<file path="src/rtl/axi_lite_master_bridge.sv">
// axi_lite_master_bridge
//   Single-outstanding AXI4-Lite master. Converts a valid/ready command /
//   response pair into one AXI4-Lite read or write transaction at a time.
//   Optional feature macro: AXIL_MASTER_LATENCY_EN
//     defined   -> rsp_latency reports issue-to-completion cycles (saturating)
//     undefined -> rsp_latency is tied to zero
module axi_lite_master_bridge #(
  parameter int          ADDR_WIDTH = 4,
  parameter logic [2:0]  PROT       = 3'b000
) (
  input  logic                  aclk,
  input  logic                  aresetn,
  // command side
  input  logic                  cmd_valid,
  output logic                  cmd_ready,
  input  logic                  cmd_write,
  input  logic [ADDR_WIDTH-1:0] cmd_addr,
  input  logic [31:0]           cmd_wdata,
  input  logic [3:0]            cmd_wstrb,
  // response side
  output logic                  rsp_valid,
  input  logic                  rsp_ready,
  output logic                  rsp_write,
  output logic [31:0]           rsp_rdata,
  output logic [1:0]            rsp_resp,
  output logic [15:0]           rsp_latency,
  // AXI4-Lite write address channel
  output logic [ADDR_WIDTH-1:0] m_axi_awaddr,
  output logic [2:0]            m_axi_awprot,
  output logic                  m_axi_awvalid,
  input  logic                  m_axi_awready,
  // AXI4-Lite write data channel
  output logic [31:0]           m_axi_wdata,
  output logic [3:0]            m_axi_wstrb,
  output logic                  m_axi_wvalid,
  input  logic                  m_axi_wready,
  // AXI4-Lite write response channel
  input  logic [1:0]            m_axi_bresp,
  input  logic                  m_axi_bvalid,
  output logic                  m_axi_bready,
  // AXI4-Lite read address channel
  output logic [ADDR_WIDTH-1:0] m_axi_araddr,
  output logic [2:0]            m_axi_arprot,
  output logic                  m_axi_arvalid,
  input  logic                  m_axi_arready,
  // AXI4-Lite read data channel
  input  logic [31:0]           m_axi_rdata,
  input  logic [1:0]            m_axi_rresp,
  input  logic                  m_axi_rvalid,
  output logic                  m_axi_rready
);

  typedef enum logic [2:0] {
    IDLE,
    WR_ADDR_DATA,
    WR_RESP,
    RD_ADDR,
    RD_DATA,
    RESP
  } state_t;

  state_t state_q, state_d;
  logic   cmd_hs;
  logic   wr_q;

  assign cmd_hs       = cmd_valid & cmd_ready;
  assign m_axi_awprot = PROT;
  assign m_axi_arprot = PROT;

  // State register
  always_ff @(posedge aclk or negedge aresetn) begin
    if (!aresetn) state_q <= IDLE;
    else          state_q <= state_d;
  end

  // Next-state and state-decoded handshake outputs.
  // WR_ADDR_DATA leaves only once both registered valids have dropped, so the
  // exit is decided from settled flags rather than from the handshake edges.
  always_comb begin
    state_d      = state_q;
    cmd_ready    = 1'b0;
    m_axi_bready = 1'b0;
    m_axi_rready = 1'b0;
    rsp_valid    = 1'b0;
    unique case (state_q)
      IDLE: begin
        cmd_ready = aresetn;
        if (cmd_valid && aresetn) state_d = cmd_write ? WR_ADDR_DATA : RD_ADDR;
      end
      WR_ADDR_DATA: begin
        if (!m_axi_awvalid && !m_axi_wvalid) state_d = WR_RESP;
      end
      WR_RESP: begin
        m_axi_bready = 1'b1;
        if (m_axi_bvalid) state_d = RESP;
      end
      RD_ADDR: begin
        if (m_axi_arvalid && m_axi_arready) state_d = RD_DATA;
      end
      RD_DATA: begin
        m_axi_rready = 1'b1;
        if (m_axi_rvalid) state_d = RESP;
      end
      RESP: begin
        rsp_valid = 1'b1;
        if (rsp_ready) state_d = IDLE;
      end
      default: state_d = IDLE;
    endcase
  end

  // Command latch and AXI request channels; payload only changes on accept
  always_ff @(posedge aclk or negedge aresetn) begin
    if (!aresetn) begin
      wr_q          <= 1'b0;
      m_axi_awaddr  <= '0;
      m_axi_wdata   <= '0;
      m_axi_wstrb   <= '0;
      m_axi_araddr  <= '0;
      m_axi_awvalid <= 1'b0;
      m_axi_wvalid  <= 1'b0;
      m_axi_arvalid <= 1'b0;
    end else begin
      if (cmd_hs) begin
        wr_q <= cmd_write;
        if (cmd_write) begin
          m_axi_awaddr  <= cmd_addr;
          m_axi_wdata   <= cmd_wdata;
          m_axi_wstrb   <= cmd_wstrb;
          m_axi_awvalid <= 1'b1;
          m_axi_wvalid  <= 1'b1;
        end else begin
          m_axi_araddr  <= cmd_addr;
          m_axi_arvalid <= 1'b1;
        end
      end
      if (m_axi_awvalid && m_axi_awready) m_axi_awvalid <= 1'b0;
      if (m_axi_wvalid  && m_axi_wready)  m_axi_wvalid  <= 1'b0;
      if (m_axi_arvalid && m_axi_arready) m_axi_arvalid <= 1'b0;
    end
  end

  // Response capture on the b/r handshake; held until the next response
  always_ff @(posedge aclk or negedge aresetn) begin
    if (!aresetn) begin
      rsp_write <= 1'b0;
      rsp_rdata <= '0;
      rsp_resp  <= '0;
    end else if (state_q == WR_RESP && m_axi_bvalid) begin
      rsp_write <= wr_q;
      rsp_rdata <= '0;
      rsp_resp  <= m_axi_bresp;
    end else if (state_q == RD_DATA && m_axi_rvalid) begin
      rsp_write <= wr_q;
      rsp_rdata <= m_axi_rdata;
      rsp_resp  <= m_axi_rresp;
    end
  end

`ifdef AXIL_MASTER_LATENCY_EN
  logic [15:0] lat_cnt;
  logic [15:0] lat_next;
  logic        busy;

  // Saturating increment and busy-state decode
  always_comb begin
    lat_next = (lat_cnt == 16'hFFFF) ? lat_cnt : lat_cnt + 16'd1;
    busy     = (state_q == WR_ADDR_DATA) || (state_q == WR_RESP) ||
               (state_q == RD_ADDR)      || (state_q == RD_DATA);
  end

  // Cycle counter: cleared on accept, counts every in-flight cycle.
  // The published value includes the final in-flight cycle, hence lat_next.
  always_ff @(posedge aclk or negedge aresetn) begin
    if (!aresetn) begin
      lat_cnt     <= '0;
      rsp_latency <= '0;
    end else begin
      if (cmd_hs)    lat_cnt <= '0;
      else if (busy) lat_cnt <= lat_next;
      if (busy && state_d == RESP) rsp_latency <= lat_next;
    end
  end
`else
  assign rsp_latency = '0;
`endif

endmodule
</file>
<file path="config.mk">
export PLATFORM = sky130hd
export DESIGN_NAME = axi_lite_master_bridge
export DESIGN_NICKNAME = d
export VERILOG_FILES = /design/src/rtl/axi_lite_master_bridge.sv
export SDC_FILE = /design/constraint.sdc
export NUM_CORES = 1
export LEC_CHECK = 0
export BUFFER_PORTS_ARGS = -buffer_cell sky130_fd_sc_hd__buf_2
export CAP_MARGIN = 20
export CORE_MARGIN = 2
export CORE_UTILIZATION = 48
export DETAILED_ROUTE_END_ITERATION = 8
export PLACE_DENSITY = 0.94
export SYNTH_ARGS = -nofsm -noshare
export SYNTH_HDL_FRONTEND = slang
export SYNTH_SLANG_ARGS = --single-unit
export TNS_END_PERCENT = 50
</file>
<file path="constraint.sdc">
create_clock -name aclk -period 3.8 [get_ports aclk]
set_input_delay 0.76 -clock aclk [delete_from_list [all_inputs] [get_ports aclk]]
set_output_delay 0.76 -clock aclk [all_outputs]
set_load 0.01 [all_outputs]
</file>
== Word-level counts from Yosys, hierarchy flattened ==
Cells that the tools add are included.
Storage, ports and cells
  flip-flop bits (word level): 86
  input port bits: 86
  logic and storage cells: 73
Cells by class
  eq/ne operators: 12
  mux-type cells: 25
  bitwise logic cells: 2
  reduce and logical (&&, ||, !) cells: 22
Operator list (number)
  two-way mux 32 bit: 2
  two-way mux 3 bit: 6
  case mux 3 bit (6 select lines): 1
  two-way mux 1 bit: 13
  inequality test 2 bit, second input constant: 6
  nonzero test 2 bit: 6
  AND reduction 2 bit: 5
  logical AND 1 bit: 7
  == test 3 x 2 -> 1 bit, second input constant: 2
  == test 3 bit, second input constant: 2
  two-way mux 2 bit: 3
  AND reduction 6 bit: 1
  == test 3 x 1 -> 1 bit, second input constant: 1
  logical NOT 3 bit: 1
  logical NOT 1 bit: 2
  inequality test 2 x 1 -> 1 bit, second input constant: 1
  bitwise AND 1 bit: 1
  inverter 1 bit: 1

== Logic depth before layout (Yosys ltp) ==
  word-level depth: 5
  mapped depth: 6
  depth with buffers taken out: 4

== Worst setup path after synthesis ==
Ideal clock, no wire load.
  path type: input-to-reg
  from: input port aresetn
  to: register m_axi_araddr[0]
  library setup time: 0.125 ns
  data arrival time: 1.782 ns
  slack: 1.893 ns
  stages: 5
  cells stage by stage: nor4b_4 > nand2_1 > or2_1 > buf_6 > mux2_4
Between the ends
  longest elaborated chain between the ends: 3
RTL lines
  start: declaration: RTL line 12  | input logic aresetn,
  two-way mux 1 bit: RTL line 85  | unique case (state_q)
  bitwise AND 1 bit: RTL line 66  | assign cmd_hs = cmd_valid & cmd_ready;
  AND reduction 2 bit (no source line)
  end signal: assignment: RTL line 133  | m_axi_araddr <= cmd_addr;
  end: declaration: RTL line 42  | output logic [ADDR_WIDTH-1:0] m_axi_araddr,
Every way passes these cells.
A chain may end at the register's enable or synchronous reset.

== Worst setup path in the final report ==
  from: register state_q[2]
  to: output port cmd_ready
Between the ends
  longest elaborated chain between the ends: 2
RTL lines
  start: declaration: RTL line 62  | state_t state_q, state_d;
  start signal: assignment: RTL line 73  | else state_q <= state_d;
  logical NOT 3 bit: RTL line 85
  two-way mux 1 bit: RTL line 85
  end: declaration: RTL line 15  | output logic cmd_ready,
Every way passes these cells.

==> results by group <==
Run status
  • Status: finished, final reports clean

Floorplanning
  • Die Wd: ~89 um
  • Die Area: 7970 um^2
  • Std-Cell Rows: 31
  • Chip height: 89.3 um
  • Core Area: 7140 um^2
  • # IOs: between 150 and 200
  • Starting density of the core: 0.489

Logic synthesis
  • Main combinational cell family by area after synthesis: multiplexers
  • Post-Syn Area: roughly 3500 um^2
  • Cells after synthesis: around 240
  • Cell variety after synth: 33
  • Post-Synth Adder-Cell Area: 0
  • Mux cell area share after synthesis: 0.165
  • Seq/Total Area, Yosys: 0.616
  • Post-synthesis simple-gate area fraction: 0.0455
  • Ys Warns: 0
  • FF+latch count, synth: 86
  • Compound-Gate Fraction of Synth Area: 0.0982
  • Post-synthesis xor/xnor area fraction: 0
  • Syn_area_per_cell: 14.5 um^2

Clock tree
  • Root Buffer: clkbuf_8
  • Later-pin clock latency in the skew report: 0.34 ns
  • CTS sink count: 86
  • Longest Clk Path Bufs: 2
  • Cts bufs inserted: 9
  • Hold_buf cts: 0
  • CTS tree: built
  • Max H-tree Level: 3
  • Worst-path clk slew: 0.08 ns
  • Cts repair resizes: 0
  • Postcts setup bufs: 0

Layout
  • Post-route cell area: ~4600 um^2
  • Non-Filler Instances: 515
  • Diode count: 0
  • Layout Nets: between 400 and 500
  • Layout cell share with drive strength beyond 1: 0.579
  • Layout area overhead: 32.3%

Global routing
  • GRT Util Overall: 0.177
  • First-pass GRT wire length: 10800 um
  • Global route overflow: 0
  • Vias in the first global route: 2354
  • Antenna violations before repair: 0
  • Largest net degree at the start of global routing: 48

Setup path
  • Arr. time, crit path: between 1 and 1.5 ns
  • CP max FO: 13
  • WP data required: just over 3 ns
  • Slowest cell on crit path: dfrtp_1
  • CP endpoint kind: output port
  • Critical path cell sequence: nor4b_4 -> buf_2
  • Worst path max stage delay: between 0.5 and 0.6 ns
  • Worst setup path category: reg2out
  • CP Launch Type: flop

Timing
  • Pins over their slew limit: 0
  • Final hold vios: 0
  • Clk_skew: ~0.0097 ns
  • Final period utilization: 0.579
  • RSZ-0062 raised after global routing: no
  • Fmax: 454 MHz
  • Slew HR: 0.615
  • Worst Tran Pin Value: 0.577 ns
  • TNS Setup: 0 ns
  • Final min period: 2.20 ns
  • Endpoints failing setup: 0

Routing
  • Initial drt markers: 84
  • # DRC: 0
  • DRT Pass-1 Iters: 4
  • DR vias/cell: 4.85
  • Routed len/inst: 14.6 um
  • Total Routed Length: 7510 um
  • Via count: 2497
  • Post-route ant nets: 0

Placement
  • Detailed Place HPWL: 5670 um
  • Port bufs: about 170
  • GPL Wtd Cong: 0.810
  • Dpl cells: roughly 500
  • Placed inst area: 4320 um^2

Job
  • # Max-Cap Violations: 0

Power
  • Power per Cell Area: 818 nW/um^2
  • Leak pwr: 0.00252 uW
  • VDD IR max: 356 uV

Worst hold path
  • HP Class: reg2reg
## report_power, final
group          switching (uW)  internal (uW)  leakage [uW]
registers                 271           1360       0.00108
clock network             317            372      0.000106
logic                     685            773       0.00133
## synthesized netlist by cell type
master    instances  share of area
nand3_1           1         0.0014
nand3b_1          2         0.0043
conb_1            1         0.0011
clkbuf_1          2         0.0022
and3b_1           1         0.0025
or2b_1            1         0.0022
buf_6             1         0.0032
nand2_1           6         0.0065
mux2_4            4          0.017
nor3b_1           2         0.0043
nand3_2           1         0.0029
a21oi_1           1         0.0014
a21o_1            1         0.0022
nor2_1            3         0.0032
buf_2            12          0.017
o21ai_0           1         0.0014
or2_1             1         0.0018
mux2_2           43           0.14
or3_1             1         0.0018
dfrtp_1          86           0.62
nor2b_1           1         0.0018
nand4b_1          1         0.0025
a22o_1           32          0.080
a222oi_1          2         0.0057
inv_1             2         0.0022
a211oi_1          1         0.0022
o211ai_1          1         0.0022
mux2i_1           3         0.0086
and2_1            1         0.0018
nor4b_4           1         0.0068
buf_4            23          0.049
a311o_1           1         0.0029
nand2b_1          1         0.0018
## critical path: cells and delay by family (launching register included)
kind | cells | cell delay [ns]
and+or+nand+nor | 1 | 0.38
buffers and inverters | 1 | 0.20
DFF | 1 | 0.52
## cell families after synthesis
family                 after synthesis
other                                1
buffers and inverters               40
multiplexers                        50
AO/OA/AOI/OAI                       40
AND/OR/NAND/NOR                     24
flip-flops                          86
## final cells by class
class	instances	area (um^2)
fill	563	2520
sequential	86	2150
multi-input combinational	136	1160
timing repair buffer	176	953
clock buffer	9	124
tap	99	124
clock inverter	7	97.6
inverter	2	7.51
## placed cells by master, fill, tap and decap left out, types with 2 or more instances in the layout
master,netlist,layout
mux2_2,43,43
nand2_1,6,6
a222oi_1,2,2
a22o_1,32,32
buf_2,12,170
mux2_4,4,4
mux2i_1,3,3
dfrtp_1,86,86
nor3b_1,2,2
buf_4,23,3
nand3b_1,2,2
inv_1,2,2
conb_1,1,22
bufinv_16,0,2
clkbuf_8,0,9
nor2_1,3,3
clkinvlp_4,0,2
buf_16,0,2
## metal layers
| metal | track usage | vias to the layer above | wire length [um] |
|---|---|---|---|
| li1 | - | 1158 | - |
| met3 | 0.0425 | 10 | 571 |
| met1 | 0.203 | 1218 | 2820 |
| met2 | 0.318 | 111 | 4010 |
| met5 | 0 | - | 0 |
| met4 | 0.0706 | 0 | 112 |
## registers in the layout (all words and copies together) (netlist names), 2 cells and up
signal	flops
rsp_resp	2
m_axi_wstrb	4
m_axi_awaddr	4
m_axi_araddr	4
state_q	3
rsp_rdata	32
m_axi_wdata	32
## worst paths after layout
| check | start | endpoint | slack (ns) | cells after the start |
|---|---|---|---|---|
| max reg2reg | state_q[2]$_DFFE_PN0P_ | m_axi_wdata[21]$_DFFE_PN0P_ | 1.67 | 4 |
| max in group asynchronous | aresetn | m_axi_araddr[0]$_DFFE_PN0P_ | 2.35 | 3 |
| max | state_q[2]$_DFFE_PN0P_ | cmd_ready | 1.60 | 2 |
| min in group asynchronous | aresetn | rsp_rdata[24]$_DFFE_PN0P_ | 0.49 | 2 |
| min reg2reg | wr_q$_DFFE_PN0P_ | wr_q$_DFFE_PN0P_ | 0.48 | 2 |
| min | wr_q$_DFFE_PN0P_ | wr_q$_DFFE_PN0P_ | 0.48 | 2 |
## through the flow
step | setup slack [ns] | power, uW | util | hold WS [ns]
6_report | 1.60 | 3780 | 0.647 | 0.480
5_1_grt | 1.51 | 4030 | 0.647 | 0.514
4_1_cts | 1.32 | 3790 | 0.636 | 0.487
3_5_place_dp | 1.08 | 3080 | 0.605 | 0.466
3_3_place_gp | 1.15 | 3010 | 0.605 | 0.455
2_1_floorplan | 1.89 | 2470 | - | 0.442
Power figures use the tool's default switching activity.
